$ cat src/rtl/lsu_pkg.sv
// rtl/lsu_pkg.sv - shared types and constants for the load/store unit
package lsu_pkg;

    // FSM states of the memory-stage controller
    typedef enum logic [1:0] {
        IDLE = 2'd0,
        BUSY = 2'd1,
        DONE = 2'd2
    } lsu_state_t;

    // RV32I load/store func3 encodings
    localparam logic [2:0] F3_B  = 3'b000;
    localparam logic [2:0] F3_H  = 3'b001;
    localparam logic [2:0] F3_W  = 3'b010;
    localparam logic [2:0] F3_BU = 3'b100;
    localparam logic [2:0] F3_HU = 3'b101;

    // byte-enable width of the 32-bit data bus
    localparam int BE_W = 4;

endpackage

$ cat src/rtl/lsu_if.sv
// rtl/lsu_if.sv - req/ack data-memory bus between the lsu and data memory
interface lsu_if;
    import lsu_pkg::*;

    logic            mem_req;
    logic            mem_we;
    logic [31:0]     mem_addr;
    logic [31:0]     mem_wdata;
    logic [BE_W-1:0] mem_be;
    logic            mem_ack;
    logic [31:0]     mem_rdata;

    modport master (
        output mem_req, mem_we, mem_addr, mem_wdata, mem_be,
        input  mem_ack, mem_rdata
    );

    modport slave (
        input  mem_req, mem_we, mem_addr, mem_wdata, mem_be,
        output mem_ack, mem_rdata
    );

endinterface

$ cat src/rtl/lsu_align.sv
// rtl/lsu_align.sv - legality check, store lane replication, byte enables, load extension
module lsu_align
    import lsu_pkg::*;
(
    input  logic [2:0]      func3,
    input  logic [1:0]      addr_lo,
    input  logic            is_store,
    input  logic [31:0]     wdata,
    input  logic [31:0]     rdata,
    output logic            legal,
    output logic [31:0]     wdata_rep,
    output logic [BE_W-1:0] be,
    output logic [31:0]     rdata_ext
);

    logic [7:0]  lane_b;
    logic [15:0] lane_h;

    assign lane_b = rdata[{addr_lo, 3'b000} +: 8];
    assign lane_h = rdata[{addr_lo[1], 4'b0000} +: 16];

    // size decode: legality, byte enables and store lane replication
    always_comb begin
        legal     = 1'b0;
        be        = '0;
        wdata_rep = wdata;
        case (func3)
            F3_B, F3_BU: begin
                legal     = 1'b1;
                be        = 4'b0001 << addr_lo;
                wdata_rep = {4{wdata[7:0]}};
            end
            F3_H, F3_HU: begin
                legal     = !addr_lo[0];
                be        = 4'b0011 << addr_lo;
                wdata_rep = {2{wdata[15:0]}};
            end
            F3_W: begin
                legal     = (addr_lo == 2'b00);
                be        = 4'b1111;
                wdata_rep = wdata;
            end
            default: legal = 1'b0;
        endcase
        // unsigned variants have no store counterpart
        if (is_store && func3[2]) begin
            legal = 1'b0;
        end
    end

    // load lane extraction with sign or zero extension
    always_comb begin
        rdata_ext = '0;
        case (func3)
            F3_B:    rdata_ext = {{24{lane_b[7]}}, lane_b};
            F3_BU:   rdata_ext = {24'h0, lane_b};
            F3_H:    rdata_ext = {{16{lane_h[15]}}, lane_h};
            F3_HU:   rdata_ext = {16'h0, lane_h};
            F3_W:    rdata_ext = rdata;
            default: rdata_ext = '0;
        endcase
    end

endmodule

$ cat src/rtl/lsu.sv
// rtl/lsu.sv - RV32I memory-stage load/store unit; LSU_TIMEOUT_EN enables the BUSY timeout abort
module lsu
    import lsu_pkg::*;
#(
    parameter int TIMEOUT_CYCLES = 64
) (
    input  logic        clk,
    input  logic        rst,
    input  logic        rd_en,
    input  logic        wr_en,
    input  logic [2:0]  func3,
    input  logic [31:0] addr,
    input  logic [31:0] wdata2,
    output logic [31:0] rdata3,
    output logic        stall,
    output logic        misalign,
    output logic        bus_err,
    lsu_if.master       mem
);

    lsu_state_t      state_q, state_d;
    logic [31:0]     addr_q;
    logic            we_q;
    logic [31:0]     wdata_q;
    logic [BE_W-1:0] be_q;
    logic [2:0]      func3_q;
    logic [1:0]      addr_lo_q;
    logic [31:0]     rdata_q;
    logic            err_q;

    logic            req;
    logic            in_idle;
    logic            accept;
    logic            reject;
    logic            ack_hit;
    logic            tmo_hit;

    logic [2:0]      al_func3;
    logic [1:0]      al_addr_lo;
    logic            al_store;
    logic            al_legal;
    logic [31:0]     al_wdata_rep;
    logic [BE_W-1:0] al_be;
    logic [31:0]     al_rdata_ext;

    assign req     = rd_en | wr_en;
    assign in_idle = (state_q == IDLE);
    assign accept  = in_idle && req && al_legal;
    assign reject  = in_idle && req && !al_legal;
    assign ack_hit = (state_q == BUSY) && mem.mem_ack;

    // decode the live request in IDLE, the captured one while a transfer is in flight
    assign al_func3   = in_idle ? func3      : func3_q;
    assign al_addr_lo = in_idle ? addr[1:0]  : addr_lo_q;
    assign al_store   = in_idle ? wr_en      : we_q;

    lsu_align u_align (
        .func3     (al_func3),
        .addr_lo   (al_addr_lo),
        .is_store  (al_store),
        .wdata     (wdata2),
        .rdata     (mem.mem_rdata),
        .legal     (al_legal),
        .wdata_rep (al_wdata_rep),
        .be        (al_be),
        .rdata_ext (al_rdata_ext)
    );

`ifdef LSU_TIMEOUT_EN
    localparam int CNT_W = $clog2(TIMEOUT_CYCLES + 1);
    logic [CNT_W-1:0] tmo_cnt_q;

    // count BUSY cycles; cleared whenever the FSM is elsewhere
    always_ff @(posedge clk) begin
        if (rst || state_q != BUSY) begin
            tmo_cnt_q <= '0;
        end else begin
            tmo_cnt_q <= tmo_cnt_q + CNT_W'(1);
        end
    end

    assign tmo_hit = (state_q == BUSY) && !mem.mem_ack &&
                     (tmo_cnt_q == CNT_W'(TIMEOUT_CYCLES - 1));
`else
    assign tmo_hit = 1'b0;
`endif

    // state register
    always_ff @(posedge clk) begin
        if (rst) begin
            state_q <= IDLE;
        end else begin
            state_q <= state_d;
        end
    end

    // next-state logic; DONE ignores the still-held request
    always_comb begin
        state_d = state_q;
        case (state_q)
            IDLE:    if (accept) state_d = BUSY;
            BUSY:    if (mem.mem_ack || tmo_hit) state_d = DONE;
            DONE:    state_d = IDLE;
            default: state_d = IDLE;
        endcase
    end

    // outputs: stall is combinational so the request cycle itself is held
    always_comb begin
        stall       = accept || (state_q == BUSY);
        mem.mem_req = (state_q == BUSY);
        misalign    = reject;
        bus_err     = (state_q == DONE) && err_q;
    end

    // bus field capture, load result and abort flag
    always_ff @(posedge clk) begin
        if (rst) begin
            addr_q    <= '0;
            we_q      <= 1'b0;
            wdata_q   <= '0;
            be_q      <= '0;
            func3_q   <= '0;
            addr_lo_q <= '0;
            rdata_q   <= '0;
            err_q     <= 1'b0;
        end else begin
            err_q <= tmo_hit;
            if (accept) begin
                addr_q    <= {addr[31:2], 2'b00};
                we_q      <= wr_en;
                wdata_q   <= wr_en ? al_wdata_rep : '0;
                be_q      <= al_be;
                func3_q   <= func3;
                addr_lo_q <= addr[1:0];
            end
            if (reject && !wr_en) begin
                rdata_q <= '0;
            end
            if (ack_hit && !we_q) begin
                rdata_q <= al_rdata_ext;
            end
            if (tmo_hit) begin
                rdata_q <= '0;
            end
        end
    end

    assign rdata3        = rdata_q;
    assign mem.mem_we    = we_q;
    assign mem.mem_addr  = addr_q;
    assign mem.mem_wdata = wdata_q;
    assign mem.mem_be    = be_q;

endmodule

$ cat src/flat_wrapper.sv
// flat-port wrapper written by rule: the top's interface ports become plain ports
module lsu_flat import lsu_pkg::*;
#(
    parameter int TIMEOUT_CYCLES = 64
)
  (clk, rst, rd_en, wr_en, func3, addr, wdata2, rdata3, stall, misalign, bus_err, mem_mem_req, mem_mem_we, mem_mem_addr, mem_mem_wdata, mem_mem_be, mem_mem_ack, mem_mem_rdata);
  lsu_if mem_i ();
  input  logic clk;
  input  logic rst;
  input  logic rd_en;
  input  logic wr_en;
  input  logic [2:0] func3;
  input  logic [31:0] addr;
  input  logic [31:0] wdata2;
  output logic [31:0] rdata3;
  output logic stall;
  output logic misalign;
  output logic bus_err;
  output wire logic [$bits(mem_i.mem_req)-1:0] mem_mem_req;
  output wire logic [$bits(mem_i.mem_we)-1:0] mem_mem_we;
  output wire logic [$bits(mem_i.mem_addr)-1:0] mem_mem_addr;
  output wire logic [$bits(mem_i.mem_wdata)-1:0] mem_mem_wdata;
  output wire logic [$bits(mem_i.mem_be)-1:0] mem_mem_be;
  input wire logic [$bits(mem_i.mem_ack)-1:0] mem_mem_ack;
  input wire logic [$bits(mem_i.mem_rdata)-1:0] mem_mem_rdata;
  assign mem_mem_req = mem_i.mem_req;
  assign mem_mem_we = mem_i.mem_we;
  assign mem_mem_addr = mem_i.mem_addr;
  assign mem_mem_wdata = mem_i.mem_wdata;
  assign mem_mem_be = mem_i.mem_be;
  assign mem_i.mem_ack = mem_mem_ack;
  assign mem_i.mem_rdata = mem_mem_rdata;
  lsu #(.TIMEOUT_CYCLES(TIMEOUT_CYCLES)) u_core (.clk(clk), .rst(rst), .rd_en(rd_en), .wr_en(wr_en), .func3(func3), .addr(addr), .wdata2(wdata2), .rdata3(rdata3), .stall(stall), .misalign(misalign), .bus_err(bus_err), .mem(mem_i));
endmodule
$ cat config.mk
export PLATFORM = sky130hd
export DESIGN_NAME = lsu_flat
export DESIGN_NICKNAME = d
export VERILOG_FILES = /design/src/rtl/lsu_pkg.sv /design/src/rtl/lsu_if.sv /design/src/rtl/lsu_align.sv /design/src/rtl/lsu.sv /design/src/flat_wrapper.sv
export SDC_FILE = /design/constraint.sdc
export NUM_CORES = 1
export LEC_CHECK = 0
export BUFFER_PORTS_ARGS = -buffer_cell sky130_fd_sc_hd__buf_2
export CAP_MARGIN = 20
export CORE_MARGIN = 4
export CORE_UTILIZATION = 35
export CTS_CLUSTER_SIZE = 28
export DETAILED_ROUTE_END_ITERATION = 6
export SYNTH_ARGS = -nofsm -noshare
export SYNTH_HDL_FRONTEND = slang
export SYNTH_HIERARCHICAL = 1
export SYNTH_SLANG_ARGS = --single-unit
$ cat constraint.sdc
create_clock -name clk -period 7.89 [get_ports clk]
set_input_delay 0 -clock clk [delete_from_list [all_inputs] [get_ports clk]]
set_output_delay 0 -clock clk [all_outputs]
set_load 0.02 [all_outputs]
* Word level (Yosys, flattened, before mapping)
Cells that the tools add are included.
Word-level totals: register bits after elaboration 106, bits of input ports 104, output and inout bits 105, logic and storage cells 53
Cells by class: equal/unequal tests 7, shift-type cells 4, multiplexer cells 14, bitwise operators 1, reduce and logical (&&, ||, !) cells 19
Operators with widths (count):
- $pmux 32 s5 | 1
- $mux 32 | 3
- $pmux 32 s2 | 1
- $shiftx 32x6->16 | 1
- $shiftx 32x6->8 | 1
- $pmux 4 s3 | 1
- $logic_and 1x1->1 | 7
- $eq 3x3->1 const B | 2
- $mux 2 | 3
- $logic_not 1->1 | 4
- $logic_not 2->1 | 2
- $pmux 2 s2 | 1
- $reduce_or 2->1 | 2
- $shl 1x2->4 const A | 1
- $shl 2x2->4 const A | 1
- $eq 3x1->1 const B | 1
- $eq 3x2->1 const B | 1
- $logic_not 3->1 | 1
- $mux 3 | 1
- $pmux 1 s3 | 1
- $eq 2x1->1 const B | 1
- $mux 1 | 2
- $ne 2x1->1 const B | 1
- $ne 2x2->1 const B | 1
- other kinds (4) | 4

* Depth between registers and ports, before layout
depth after elaboration 11, mapped depth 12, mapped depth without buffers 8

* Modules after synthesis
The synthesis kept the hierarchy.
Modules (own cells, without submodules):
- lsu | times used 1, cells an instance 348, area each 3948.8 um^2, sequential area each 2122.0 um^2
- lsu_align | times used 1, cells an instance 160, area each 1212.4 um^2, sequential area each 0.0 um^2

* Worst setup path after synthesis
No wires, ideal clock.
path kind register to register, from reg u_core.state_q[1], to reg u_core.rdata_q[11], in the netlist u_core/rdata3[11], setup time 0.060 ns, data arrival time 2.574 ns, required time 7.830 ns, setup slack 5.256 ns, cell stages (with the launch flop) 12, path buffers 4, period minus slack after synthesis 2.634 ns, cells stage by stage dfxtp_1 > nor2_1 > buf_2 > mux2_2 > buf_2 > buf_2 > nand2_1 > a32o_1 > nor2_1 > a311oi_2 > buf_2 > a22o_1
On the way: longest elaborated chain between the ends 10, elaborated cells between the ends (all ways) 28, classes of those cells 5 x eq/ne; 2 x shift; 7 x mux; 14 x reduce/logical
RTL lines:
- start, declared | line lsu.sv:21 | lsu_state_t state_q, state_d;
- start signal, assigned | line lsu.sv:93 | state_q <= state_d;
- $logic_not 2->1 (*) | line lsu.sv:47 | assign in_idle = (state_q == IDLE);
- $mux 3 (*) | line lsu.sv:53 | assign al_func3 = in_idle ? func3 : func3_q;
- named net u_core.al_func3[0] | line lsu.sv:38 | logic [2:0] al_func3;
- $eq 3x3->1 (tied with other cells) | line lsu_align.sv:27 | case (func3)
- $reduce_or 2->1 | line lsu_align.sv:27
- $pmux 1 s3 (*) | line lsu_align.sv:27
- $mux 1 (*) | line lsu_align.sv:46 | if (is_store && func3[2]) begin
- named net u_core.al_legal | line lsu.sv:41 | logic al_legal;
- $logic_not 1->1 (*) | line lsu.sv:49 | assign reject = in_idle && req && !al_legal;
- $logic_and 1x1->1 (*) | line lsu.sv:49
- $logic_and 1x1->1 (*) | line lsu.sv:137 | if (reject && !wr_en) begin
- $reduce_bool 2->1 (no source line) (*)
- end signal, assigned | line lsu.sv:141 | rdata_q <= al_rdata_ext;
- end, declared | line lsu.sv:28 | logic [31:0] rdata_q;
Mark *: on every way through the listed nets, which the timed path passes. The rest lies on a longest branch. A chain may end at the register's enable or synchronous reset.

* Worst setup path after layout
from reg u_core.state_q[1], to reg u_core.rdata_q[29], in the netlist u_core/rdata3[29]
Same word-level chain as after synthesis.

==> metrics.cfg <==
[power]
p_switching_w=0.0005670
intPower_w=0.001086
power_density_nw_per_um2=233.2
p_comb_share_pct=35.0
leakagePower_nw=3.210
totalPowerFinal_w=0.001653
clock_power_share_pct=26.8
seq_power_share_pct=38.2
switching_share_pct=34.30
ir_worst_vdd_mv=0.1205

[finish]
nets=841
multiInputGateArea_sq_um=2730
regArea_sq_um=2122
diodes=0
layout-drive-gt1-share_pct=36.12
areaGrowthSynthToFinish_pct=37.36
fill_cells=1330

[route]
detail_route.vias_per_cell=4.981
routedWlPerCell_um=16.97
drt-initial-drc-count=216
drt-total-wl_um=15710
vias=4612
postRouteAntennaNets=0
drc_errors=0
dr.pass1.iters=5

[floorplan]
pin_count=209
die_h_um=129.4
die_w_um=129.4
core_area_sq_um=14480
rows=44
dieArea_sq_um=16750
initial_core_util_pct=35.65

[synthesis]
syn_area_per_cell_sq_um=10.16
synth_edf_count=0
synth_seq_cells=106
synth.distinct_cells=40
synthCells=508
yosysSeqAreaShare_pct=41.12
synth_top_area_cell=dfxtp_1
synth_top_area_share_pct=41.12
async_flop_share_pct=0
synth_warnings=6
synth_area_sq_um=5161
yosys-top-cells-area=dfxtp_1, a22o_1, nand2b_1
synth_flop_cell=dfxtp_1

[cts]
numCtsBuffers=9
clkLatencyLatePin_ns=0.35
cts_sinks=106
path_clk_slew_ns=0.07
cts_tree=built
postCtsSetupRepairBufs=0
cts.repair.resized=0
root_buffer=clkbuf_16
clockBufferDepth=2
htreeDepth=3

[grt]
antenna_found_initial=1
grt_start_max_net_pins=85
grt-ovfl-total=0
grt_usage_pct=18.03
grt_pass1_vias=4603
grt_first_pass_wirelength_um=23900

[timing]
slew_headroom_pct=28.25
drv_slew=0
whs_ns=0.01378
period_needed_ns=3.595
rsz0062_at_grt=false
hold_violations=0
period_share_pct=45.56
worstMarginPinSlew_ns=1.067
postLayoutSetupSlackWorst_ns=4.295
setup_tns_ns=0
fmax_ghz=0.2782
finClkSkew_ns=0.004624
final-setup-viol-count=0

[place]
hpwl_um=10840
dp_slack_ns=4.290
gp_congestion=0.8884
port_buffers=205

[worst_setup_path]
crit_type=reg2reg
cp_max_fo=52
cp-start-kind=flip-flop
critPathArrivalTime_ns=3.84
timing.rr.start=u_core/state_q[1]
rrSetupSlack_ns=4.30
rr_endpoint=u_core/rdata3[29]
worstPathRequired_ns=8.13
cp-end-kind=flip-flop
r2r_cells=8

[min_path]
hp-class=in2reg
hp-start=wdata2[15]
min_path_cells=3
hold_path_end=u_core/mem.mem_wdata[15]

[outcome]
status=finished clean

[run]
drv_cap=0

-- synth_stat cells (all sizes together) (4+ instances only) --
library cell and instances:
clkbuf 17, inv 4, a22oi 16, buf 40
a221o 14, o21ai 11, dfxtp 106, nand2 16
mux2 31, mux2i 47, nand2b 83, a211oi 16
nor2b 9, a22o 64, nor2 10
-- worst max path at each step --
| stage | start | end | slack [ns] | depth (start not counted) |
|---|---|---|---|---|
| floorplan | u_core/state_q[1] | u_core/rdata3[11] | 5.26 | 11 |
| global placement | u_core/state_q[1] | u_core/rdata3[27] | 4.39 | 8 |
| detailed placement | u_core/state_q[1] | u_core/rdata3[22] | 4.29 | 8 |
| CTS | u_core/state_q[1] | u_core/rdata3[22] | 4.28 | 8 |
| global route | u_core/state_q[1] | u_core/rdata3[23] | 3.97 | 8 |
| finish | u_core/state_q[1] | u_core/rdata3[29] | 4.30 | 8 |
-- critical path, stage by stage, from the launching register on --
cell	delay, ns
dfxtp_1	0.32
nor2_1	0.78
mux2_2	0.94
inv_1	0.22
a32o_1	0.36
nor2_1	0.19
a311oi_4	0.11
buf_4	0.29
a22o_1	0.27
-- cell families after synthesis --
group	synth area share [%]
other	0.07266
AOI/OAI and AO/OA	21.16
DFF	41.12
buffers and inverters	6.473
muxes	16.32
and+or+nand+nor	14.86
-- flip-flops by register name, indices dropped and copies added, names as in the netlist --
| signal | count |
|---|---|
| u_core/mem.mem_addr | 30 |
| u_core/mem.mem_we | 1 |
| u_core/rdata3 | 32 |
| u_core/mem.mem_be | 4 |
| u_core/mem.mem_wdata | 32 |
| u_core/func3_q | 3 |
| u_core/state_q | 2 |
| u_core/addr_lo_q | 2 |
-- metrics by stage --
stage,area [sq um],util (%),cells
6_report,7089,48.96,926
5_1_grt,7089,48.96,926
4_1_cts,7069,48.82,925
3_5_place_dp,6161,42.55,847
3_3_place_gp,6161,42.55,847
2_1_floorplan,5169,-,510
-- timing repair --
item                                   CTS  global route
hold buffers                            62             0
endpoints found under the hold margin   63             0
setup endpoints to repair                0             0
-- power groups by stage --
| stage | logic [W] | clock network [W] | registers, W |
|---|---|---|---|
| floorplan | 0.000341 | 0 | 0.000709 |
| global placement | 0.000546 | 0 | 0.000640 |
| detailed placement | 0.000554 | 0 | 0.000641 |
| CTS | 0.000579 | 0.000458 | 0.000631 |
| global route | 0.000626 | 0.000475 | 0.000637 |
| finish | 0.000579 | 0.000444 | 0.000631 |
-- cells in the final DEF, fill, tap and decap left out, types with 2 or more instances in the layout --
master | netlist | routed
o21ai_0 | 11 | 11
or3b_2 | 2 | 2
clkinv_2 | 0 | 2
nand2_1 | 16 | 16
mux2i_1 | 47 | 47
inv_1 | 4 | 4
clkbuf_16 | 0 | 9
clkbuf_1 | 16 | 2
buf_2 | 20 | 205
dlygate4sd3_1 | 0 | 62
a22oi_1 | 16 | 16
conb_1 | 1 | 3
nor2_1 | 9 | 9
dfxtp_1 | 106 | 106
nand2b_1 | 83 | 83
mux2_2 | 31 | 31
a221o_1 | 14 | 14
nor2b_1 | 9 | 9
a211oi_1 | 16 | 16
a22o_1 | 64 | 64
o31ai_1 | 3 | 3
buf_4 | 13 | 5
or2_2 | 2 | 2
clkinvlp_4 | 0 | 2
-- layout make-up --
class                   count  share of cell area [%]
clock buffers              11                   3.283
clock inverters             5                  0.7766
inverters                   4                  0.2118
multi-input cells         343                   38.51
flip-flops and latches    106                   29.93
well taps                 184                   3.247
repair buffers            273                   24.04
-- routing by layer --
metal	up-vias	share of wire, %	routed length, um	track usage [%]
met5	-	0.045	7	0
li1	2301	-	-	-
met2	186	48	7496	29.70
met1	2102	42	6580	22.55
met4	2	1.7	261	6.051
met3	21	8.7	1365	5.523
Note: power is estimated with default switching activity, not from simulation.
